### config.mk
export PLATFORM = sky130hd
export DESIGN_NAME = framebuffer_scanout
export DESIGN_NICKNAME = d
export VERILOG_FILES = /design/src/rtl/framebuffer_scanout_pkg.sv /design/src/rtl/sync_timing_gen.sv /design/src/rtl/framebuffer_scanout.sv
export SDC_FILE = /design/constraint.sdc
export NUM_CORES = 1
export LEC_CHECK = 0
export BUFFER_PORTS_ARGS = -buffer_cell sky130_fd_sc_hd__buf_2
export CORE_ASPECT_RATIO = 1.2
export CORE_UTILIZATION = 53
export DETAILED_ROUTE_END_ITERATION = 8
export GPL_TIMING_DRIVEN = 0
export PLACE_DENSITY = 0.74
export SLEW_MARGIN = 10
export SYNTH_ARGS = -nofsm -noshare
export SYNTH_HDL_FRONTEND = slang
export SYNTH_SLANG_ARGS = --single-unit
export TNS_END_PERCENT = 20
### constraint.sdc
create_clock -name clk -period 3.85 [get_ports clk]
set_input_delay 0.385 -clock clk [delete_from_list [all_inputs] [get_ports clk]]
set_output_delay 0.385 -clock clk [all_outputs]
set_load 0.01 [all_outputs]
### src/rtl/framebuffer_scanout_pkg.sv
// Shared video types (colors, points, triangles) and the default 640x480 display timing.
package framebuffer_scanout_pkg;

    localparam int unsigned COLOR_BITS = 16;
    localparam int unsigned COORD_BITS = 12;

    localparam int unsigned H_ACTIVE_DEF = 640;
    localparam int unsigned H_FP_DEF     = 16;
    localparam int unsigned H_SYNC_DEF   = 96;
    localparam int unsigned H_BP_DEF     = 48;
    localparam int unsigned V_ACTIVE_DEF = 480;
    localparam int unsigned V_FP_DEF     = 10;
    localparam int unsigned V_SYNC_DEF   = 2;
    localparam int unsigned V_BP_DEF     = 33;

    typedef logic [COLOR_BITS-1:0] color_t;

    typedef struct packed {
        logic [COORD_BITS-1:0] x;
        logic [COORD_BITS-1:0] y;
    } point_t;

    typedef struct packed {
        point_t a;
        point_t b;
        point_t c;
        color_t color;
    } triangle_t;

    // Per-position control flags carried down the scanout pipeline
    typedef struct packed {
        logic hsync;
        logic vsync;
        logic de;
        logic frame_start;
        logic in_image;
    } scan_flags_t;

    localparam scan_flags_t SCAN_FLAGS_IDLE = '{
        hsync: 1'b1, vsync: 1'b1, de: 1'b0, frame_start: 1'b0, in_image: 1'b0
    };

endpackage

### src/rtl/sync_timing_gen.sv
// Raster h/v counters with active-area and raw sync decode for the current position.
module sync_timing_gen
    import framebuffer_scanout_pkg::*;
#(
    parameter int unsigned H_ACTIVE = H_ACTIVE_DEF,
    parameter int unsigned H_FP     = H_FP_DEF,
    parameter int unsigned H_SYNC   = H_SYNC_DEF,
    parameter int unsigned H_BP     = H_BP_DEF,
    parameter int unsigned V_ACTIVE = V_ACTIVE_DEF,
    parameter int unsigned V_FP     = V_FP_DEF,
    parameter int unsigned V_SYNC   = V_SYNC_DEF,
    parameter int unsigned V_BP     = V_BP_DEF
) (
    input  logic clk,
    input  logic rst,
    output logic line_end_c,
    output logic frame_end_c,
    output logic origin_c,
    output logic active_c,
    output logic active_nxt_c,
    output logic hsync_c,
    output logic vsync_c
);

    localparam int unsigned H_TOTAL  = H_ACTIVE + H_FP + H_SYNC + H_BP;
    localparam int unsigned V_TOTAL  = V_ACTIVE + V_FP + V_SYNC + V_BP;
    localparam int unsigned HW       = (H_TOTAL > 1) ? $clog2(H_TOTAL) : 1;
    localparam int unsigned VW       = (V_TOTAL > 1) ? $clog2(V_TOTAL) : 1;
    localparam int unsigned HS_BEGIN = H_ACTIVE + H_FP;
    localparam int unsigned HS_END   = HS_BEGIN + H_SYNC;
    localparam int unsigned VS_BEGIN = V_ACTIVE + V_FP;
    localparam int unsigned VS_END   = VS_BEGIN + V_SYNC;

    logic [HW-1:0] h_cnt;
    logic [HW-1:0] h_nxt;
    logic [VW-1:0] v_cnt;
    logic [VW-1:0] v_nxt;

    always_ff @(posedge clk) begin
        if (rst) begin
            h_cnt <= '0;
            v_cnt <= '0;
        end else begin
            h_cnt <= h_nxt;
            v_cnt <= v_nxt;
        end
    end

    // Next position plus decode of both the current and the next position
    always_comb begin
        line_end_c   = (32'(h_cnt) == H_TOTAL - 32'd1);
        frame_end_c  = line_end_c && (32'(v_cnt) == V_TOTAL - 32'd1);
        h_nxt        = line_end_c ? '0 : h_cnt + HW'(1);
        v_nxt        = v_cnt;
        if (line_end_c) begin
            v_nxt = frame_end_c ? '0 : v_cnt + VW'(1);
        end
        origin_c     = (h_cnt == '0) && (v_cnt == '0);
        active_c     = (32'(h_cnt) < H_ACTIVE) && (32'(v_cnt) < V_ACTIVE);
        active_nxt_c = (32'(h_nxt) < H_ACTIVE) && (32'(v_nxt) < V_ACTIVE);
        hsync_c      = !((32'(h_cnt) >= HS_BEGIN) && (32'(h_cnt) < HS_END));
        vsync_c      = !((32'(v_cnt) >= VS_BEGIN) && (32'(v_cnt) < VS_END));
    end

endmodule

### src/rtl/framebuffer_scanout.sv
// Raster scanout of a framebuffer with integer pixel replication, border fill and clipping.
module framebuffer_scanout
    import framebuffer_scanout_pkg::*;
#(
    parameter int unsigned DISPLAY_WIDTH         = 100,
    parameter int unsigned DISPLAY_HEIGHT        = 100,
    parameter int unsigned SCALE                 = 4,
    parameter int unsigned FRAMEBUFFER_DATA_BITS = COLOR_BITS,
    parameter int unsigned FRAMEBUFFER_ADDR_BITS = $clog2(DISPLAY_WIDTH * DISPLAY_HEIGHT),
    parameter int unsigned H_ACTIVE              = H_ACTIVE_DEF,
    parameter int unsigned H_FP                  = H_FP_DEF,
    parameter int unsigned H_SYNC                = H_SYNC_DEF,
    parameter int unsigned H_BP                  = H_BP_DEF,
    parameter int unsigned V_ACTIVE              = V_ACTIVE_DEF,
    parameter int unsigned V_FP                  = V_FP_DEF,
    parameter int unsigned V_SYNC                = V_SYNC_DEF,
    parameter int unsigned V_BP                  = V_BP_DEF,
    parameter logic [FRAMEBUFFER_DATA_BITS-1:0] BORDER_COLOR = '0
) (
    input  logic                             clk,
    input  logic                             rst,
    output logic [FRAMEBUFFER_ADDR_BITS-1:0] fb_rd_addr,
    input  logic [FRAMEBUFFER_DATA_BITS-1:0] fb_rd_data,
    output logic                             hsync,
    output logic                             vsync,
    output logic                             de,
    output logic [FRAMEBUFFER_DATA_BITS-1:0] pixel_out,
    output logic                             frame_start
);

    localparam int unsigned AW = FRAMEBUFFER_ADDR_BITS;
    localparam int unsigned XW = $clog2(DISPLAY_WIDTH + 1);
    localparam int unsigned YW = $clog2(DISPLAY_HEIGHT + 1);
    localparam int unsigned SW = (SCALE > 1) ? $clog2(SCALE) : 1;
    localparam logic [SW-1:0] SUB_LAST = SW'(SCALE - 1);

    logic line_end_c;
    logic frame_end_c;
    logic origin_c;
    logic active_c;
    logic active_nxt_c;
    logic hsync_c;
    logic vsync_c;

    logic [SW-1:0] sub_x, sub_x_nxt;
    logic [SW-1:0] sub_y, sub_y_nxt;
    logic [XW-1:0] fb_x, fb_x_nxt;
    logic [YW-1:0] fb_y, fb_y_nxt;
    logic [AW-1:0] row_base, row_base_nxt;
    logic          in_image_nxt;
    scan_flags_t   cur_flags_c;
    scan_flags_t   flags_s1;

    sync_timing_gen #(
        .H_ACTIVE (H_ACTIVE),
        .H_FP     (H_FP),
        .H_SYNC   (H_SYNC),
        .H_BP     (H_BP),
        .V_ACTIVE (V_ACTIVE),
        .V_FP     (V_FP),
        .V_SYNC   (V_SYNC),
        .V_BP     (V_BP)
    ) u_timing (
        .clk          (clk),
        .rst          (rst),
        .line_end_c   (line_end_c),
        .frame_end_c  (frame_end_c),
        .origin_c     (origin_c),
        .active_c     (active_c),
        .active_nxt_c (active_nxt_c),
        .hsync_c      (hsync_c),
        .vsync_c      (vsync_c)
    );

    // Sub-pixel stepping of fb_x/fb_y; both saturate one past the image edge
    always_comb begin
        sub_x_nxt    = sub_x;
        sub_y_nxt    = sub_y;
        fb_x_nxt     = fb_x;
        fb_y_nxt     = fb_y;
        row_base_nxt = row_base;
        if (line_end_c) begin
            sub_x_nxt = '0;
            fb_x_nxt  = '0;
            if (frame_end_c) begin
                sub_y_nxt    = '0;
                fb_y_nxt     = '0;
                row_base_nxt = '0;
            end else if (sub_y == SUB_LAST) begin
                sub_y_nxt = '0;
                if (32'(fb_y) < DISPLAY_HEIGHT) begin
                    fb_y_nxt = fb_y + YW'(1);
                end
                // row_base only ever names a real image row, keeping the address in range
                if (32'(fb_y) + 32'd1 < DISPLAY_HEIGHT) begin
                    row_base_nxt = row_base + AW'(DISPLAY_WIDTH);
                end
            end else begin
                sub_y_nxt = sub_y + SW'(1);
            end
        end else if (sub_x == SUB_LAST) begin
            sub_x_nxt = '0;
            if (32'(fb_x) < DISPLAY_WIDTH) begin
                fb_x_nxt = fb_x + XW'(1);
            end
        end else begin
            sub_x_nxt = sub_x + SW'(1);
        end

        in_image_nxt = active_nxt_c && (32'(fb_x_nxt) < DISPLAY_WIDTH)
                       && (32'(fb_y_nxt) < DISPLAY_HEIGHT);

        cur_flags_c = '{
            hsync:       hsync_c,
            vsync:       vsync_c,
            de:          active_c,
            frame_start: origin_c,
            in_image:    active_c && (32'(fb_x) < DISPLAY_WIDTH)
                         && (32'(fb_y) < DISPLAY_HEIGHT)
        };
    end

    // Address is issued with its position; flags wait one clk for read data, then register out
    always_ff @(posedge clk) begin
        if (rst) begin
            sub_x       <= '0;
            sub_y       <= '0;
            fb_x        <= '0;
            fb_y        <= '0;
            row_base    <= '0;
            fb_rd_addr  <= '0;
            flags_s1    <= SCAN_FLAGS_IDLE;
            hsync       <= 1'b1;
            vsync       <= 1'b1;
            de          <= 1'b0;
            frame_start <= 1'b0;
            pixel_out   <= '0;
        end else begin
            sub_x       <= sub_x_nxt;
            sub_y       <= sub_y_nxt;
            fb_x        <= fb_x_nxt;
            fb_y        <= fb_y_nxt;
            row_base    <= row_base_nxt;
            if (in_image_nxt) begin
                fb_rd_addr <= row_base_nxt + AW'(fb_x_nxt);
            end
            flags_s1    <= cur_flags_c;
            hsync       <= flags_s1.hsync;
            vsync       <= flags_s1.vsync;
            de          <= flags_s1.de;
            frame_start <= flags_s1.frame_start;
            if (flags_s1.in_image) begin
                pixel_out <= fb_rd_data;
            end else if (flags_s1.de) begin
                pixel_out <= BORDER_COLOR;
            end else begin
                pixel_out <= '0;
            end
        end
    end

endmodule

==> impl_metrics.json <==
{
  "status": "finished clean",
  "place.gp.congestion": 0.880,
  "syn_area_sq_mm": 0.00453,
  "skew_ns": 0.0141,
  "nFillCells": 725,
  "max_stage_delay_ns": 0.48,
  "start_util_pct": 55.3,
  "antenna_left": 0,
  "path_clk_slew_ns": 0.08,
  "crit_required_ns": 4.09,
  "htree_levels": 3,
  "diodes": 0,
  "maxCapViolCount": 0,
  "whs_ns": 0.212,
  "slew_headroom_pct": 36.9,
  "yosysSeqAreaShare_pct": 40.2,
  "core-area_sq_mm": 0.00820,
  "num_vias": 3902,
  "syn_inst": 519,
  "drc": 0,
  "fp-row-count": 36,
  "drtIter0Drc": 168,
  "synth_flop_cell": "dfxtp_1",
  "die_h_microns": 103,
  "syn-num-nets": 554,
  "root_buffer": "clkbuf_8",
  "p_per_area_mw_per_mm2": 316,
  "synthDistinctLibCells": 67,
  "r2r_end": "fb_rd_addr[11]",
  "worstPathMaxFanout": 9,
  "fin_crit_sh_pct": 95.7,
  "rsz0062_at_grt": "yes",
  "first_pass_iters": 4,
  "cts_hold_buf": 0,
  "slew_violations": 0,
  "tightest_slew_ns": 0.934,
  "drive_above_1_share_pct": 22.4,
  "hold_violations": 0,
  "hold_class": "input pin to flip-flop",
  "min_from": "fb_rd_data[1]",
  "ios": 52,
  "worst-r2r-setup-slack_ns": 0.16,
  "clockBufferDepth": 2,
  "clock.fmax_mhz": 271,
  "p_leak_uw": 0.00219,
  "tritoncts": "yes",
  "port_buffers": 51,
  "cp-end-kind": "flip-flop",
  "post_drt_wl_per_cell_microns": 14.5,
  "critPathTopFamily": "simple AND/OR/NAND/NOR gates",
  "vdd_drop_max_uv": 194,
  "r2r_cells": 18,
  "cp_common_cell": "buf_6",
  "grt_overflow_total": 0,
  "utilization_pct": 65.1,
  "cts_sinks": 91,
  "grt_pass1_vias": 3648,
  "crit_type": "flip-flop to flip-flop",
  "grt_max_degree": 20,
  "hold_end": "pixel_out[1]",
  "finalSetupViolations": 0,
  "synth_edf_count": 0,
  "clk_latency_ns": 0.37,
  "chipWidth_microns": 86.4,
  "cp_slowest_cell": "or4b_4",
  "wirelength_microns": 10200,
  "fin_crit_ns": 3.69,
  "rr_startpoint": "u_timing.h_cnt[0]",
  "die_area_sq_mm": 0.00893,
  "area.growth.synth_to_final_pct": 17.8,
  "antenna_found_initial": 0,
  "cts_buffers": 9,
  "critPathBufInv": 3,
  "yosysWarnings": 0,
  "avgSynthCellArea_sq_um": 8.73,
  "critPathLaunchType": "flip-flop",
  "synthArstFlopShare_pct": 0,
  "holdPathStages": 2,
  "hpwl_microns": 7330,
  "track_usage_pct": 24.1,
  "synth-seq-cells": 91,
  "path_cells": "ha_4, and4_1, buf_6, and4_4, o21ai_4, and2_4, buf_6, a31oi_2, xnor2_1, nor2_1, ha_1, or2_2, a21o_1, o211a_1, or4b_4, buf_4, xor2_1, a21oi_1",
  "cp.arrival_ns": 3.93,
  "fin_nets": 619,
  "vias_per_cell": 5.55,
  "grt_pass1_wl_microns": 16700
}
[synth_stat cells, drive strengths merged (3+ instances only)]
| library cell | number | area (sq um) |
|---|---|---|
| dfxtp | 91 | 1820 |
| nor2 | 66 | 248 |
| nand2 | 30 | 113 |
| and2 | 29 | 184 |
| nand3 | 22 | 110 |
| nor3 | 21 | 105 |
| xnor2 | 21 | 184 |
| clkbuf | 20 | 75.1 |
| xor2 | 19 | 166 |
| ha | 16 | 200 |
| a21oi | 15 | 78.8 |
| inv | 14 | 52.6 |
| o21ai | 14 | 73.8 |
| and3 | 11 | 68.8 |
| mux2i | 11 | 110 |
| a211oi | 10 | 75.1 |
| buf | 10 | 62.6 |
| nand4 | 9 | 56.3 |
| or3 | 9 | 61.3 |
| nand2b | 7 | 43.8 |
| or2 | 6 | 37.5 |
| a21o | 5 | 37.5 |
| nor2b | 5 | 31.3 |
| a21boi | 4 | 30.0 |
| nor4 | 4 | 25.0 |
| o211ai | 4 | 43.8 |
| a31oi | 3 | 18.8 |
| o311ai | 3 | 26.3 |
| o31ai | 3 | 22.5 |
| or4 | 3 | 26.3 |
[what timing repair did]
item                       4_1_cts  5_1_grt
pin swaps                        1       12
setup endpoints to repair        6        5
buffers inserted                 1        7
resized for setup               18       31
[flip-flops by register name (all words and copies together), names as in the netlist]
signal,count
pixel_out,16
fb_rd_addr,14
row_base,14
u_timing.h_cnt,10
u_timing.v_cnt,10
fb_x,7
fb_y,7
flags_s1,5
sub_x,2
sub_y,2
de,1
frame_start,1
hsync,1
vsync,1
[per-stage QoR]
step                total power [uW]  setup slack (ns)  instance area (sq um)  setup TNS (ns)  std cells
floorplan                       1030            0.0634                   4540               0        519
global placement                1050            -0.432                   4940           -1.77        684
detailed placement              1060            -0.520                   4940           -2.22        684
CTS                             1700         0.0000298                   5180               0        699
global route                    1750           -0.0472                   5340          -0.122        703
finish                          1690             0.164                   5340               0        703
[routing by layer]
| layer | wire length (microns) | vias up | global-route usage (%) | part of all wire [%] |
|---|---|---|---|---|
| li1 | - | 1942 | - | - |
| met1 | 4450 | 1834 | 28.3 | 44 |
| met2 | 5070 | 105 | 42.9 | 50 |
| met3 | 438 | 21 | 4.44 | 4.3 |
| met4 | 250 | 0 | 11.0 | 2.4 |
| met5 | 0 | - | 0 | 0 |
[area by class of cell]
class	count	area, sq um	share of cell area [%]
tap	114	143	2.67
clock inverter	4	48.8	0.914
multi-input combinational	384	2660	49.9
inverter	14	52.6	0.985
timing repair buffer	59	315	5.91
clock buffer	12	145	2.72
sequential	91	1830	34.3
buffer	25	139	2.60
[how the worst max path moves through the flow]
| stage | start | to | slack, ns | cells past startpoint |
|---|---|---|---|---|
| floorplan | u_timing.v_cnt[5] | fb_rd_addr[13] | 0.06 | 15 |
| global placement | u_timing.v_cnt[5] | fb_rd_addr[13] | -0.43 | 15 |
| detailed placement | u_timing.v_cnt[5] | fb_rd_addr[13] | -0.52 | 15 |
| CTS | u_timing.h_cnt[1] | fb_rd_addr[13] | 0.00003 | 17 |
| global route | fb_y[3] | fb_rd_addr[11] | -0.05 | 17 |
| finish | u_timing.h_cnt[0] | fb_rd_addr[11] | 0.16 | 18 |
[cell families after synthesis]
group	after synthesis	share of synthesized area [%]
XOR/XNOR	40	7.73
multiplexers	11	2.43
AND/OR/NAND/NOR	233	26.8
flip-flops	91	40.2
adder cells (fa/ha/maj)	17	4.86
AO/OA/AOI/OAI	83	13.8
buffers and inverters	44	4.20
[layout by cell type (no fill, tap or decap), types with 7 or more instances in the layout]
master	instances
o21ai_0	12
a21oi_1	14
buf_4	10
nand2_1	29
clkbuf_1	17
nand2b_1	7
nand4_1	9
inv_1	13
a211oi_1	9
xnor2_1	21
and3_1	9
or3_1	8
ha_1	14
mux2i_1	11
nor3_1	18
dfxtp_1	86
buf_2	54
and2_1	27
xor2_1	18
nor2_1	66
nand3_1	22
clkbuf_8	10
[power breakdown]
group,switching [uW],internal (uW)
sequential,8.14,958
combinational,41.0,31.2
clock,330,319
[worst register-to-register path, stage by stage (launching register included)]
cell,delay (ns)
dfxtp_4,0.38
ha_4,0.15
and4_1,0.19
buf_6,0.13
and4_4,0.30
o21ai_4,0.11
and2_4,0.19
buf_6,0.14
a31oi_2,0.17
xnor2_1,0.19
nor2_1,0.08
ha_1,0.29
or2_2,0.13
a21o_1,0.13
o211a_1,0.16
or4b_4,0.48
buf_4,0.15
xor2_1,0.13
a21oi_1,0.08
Power figures use the tool's default switching activity.
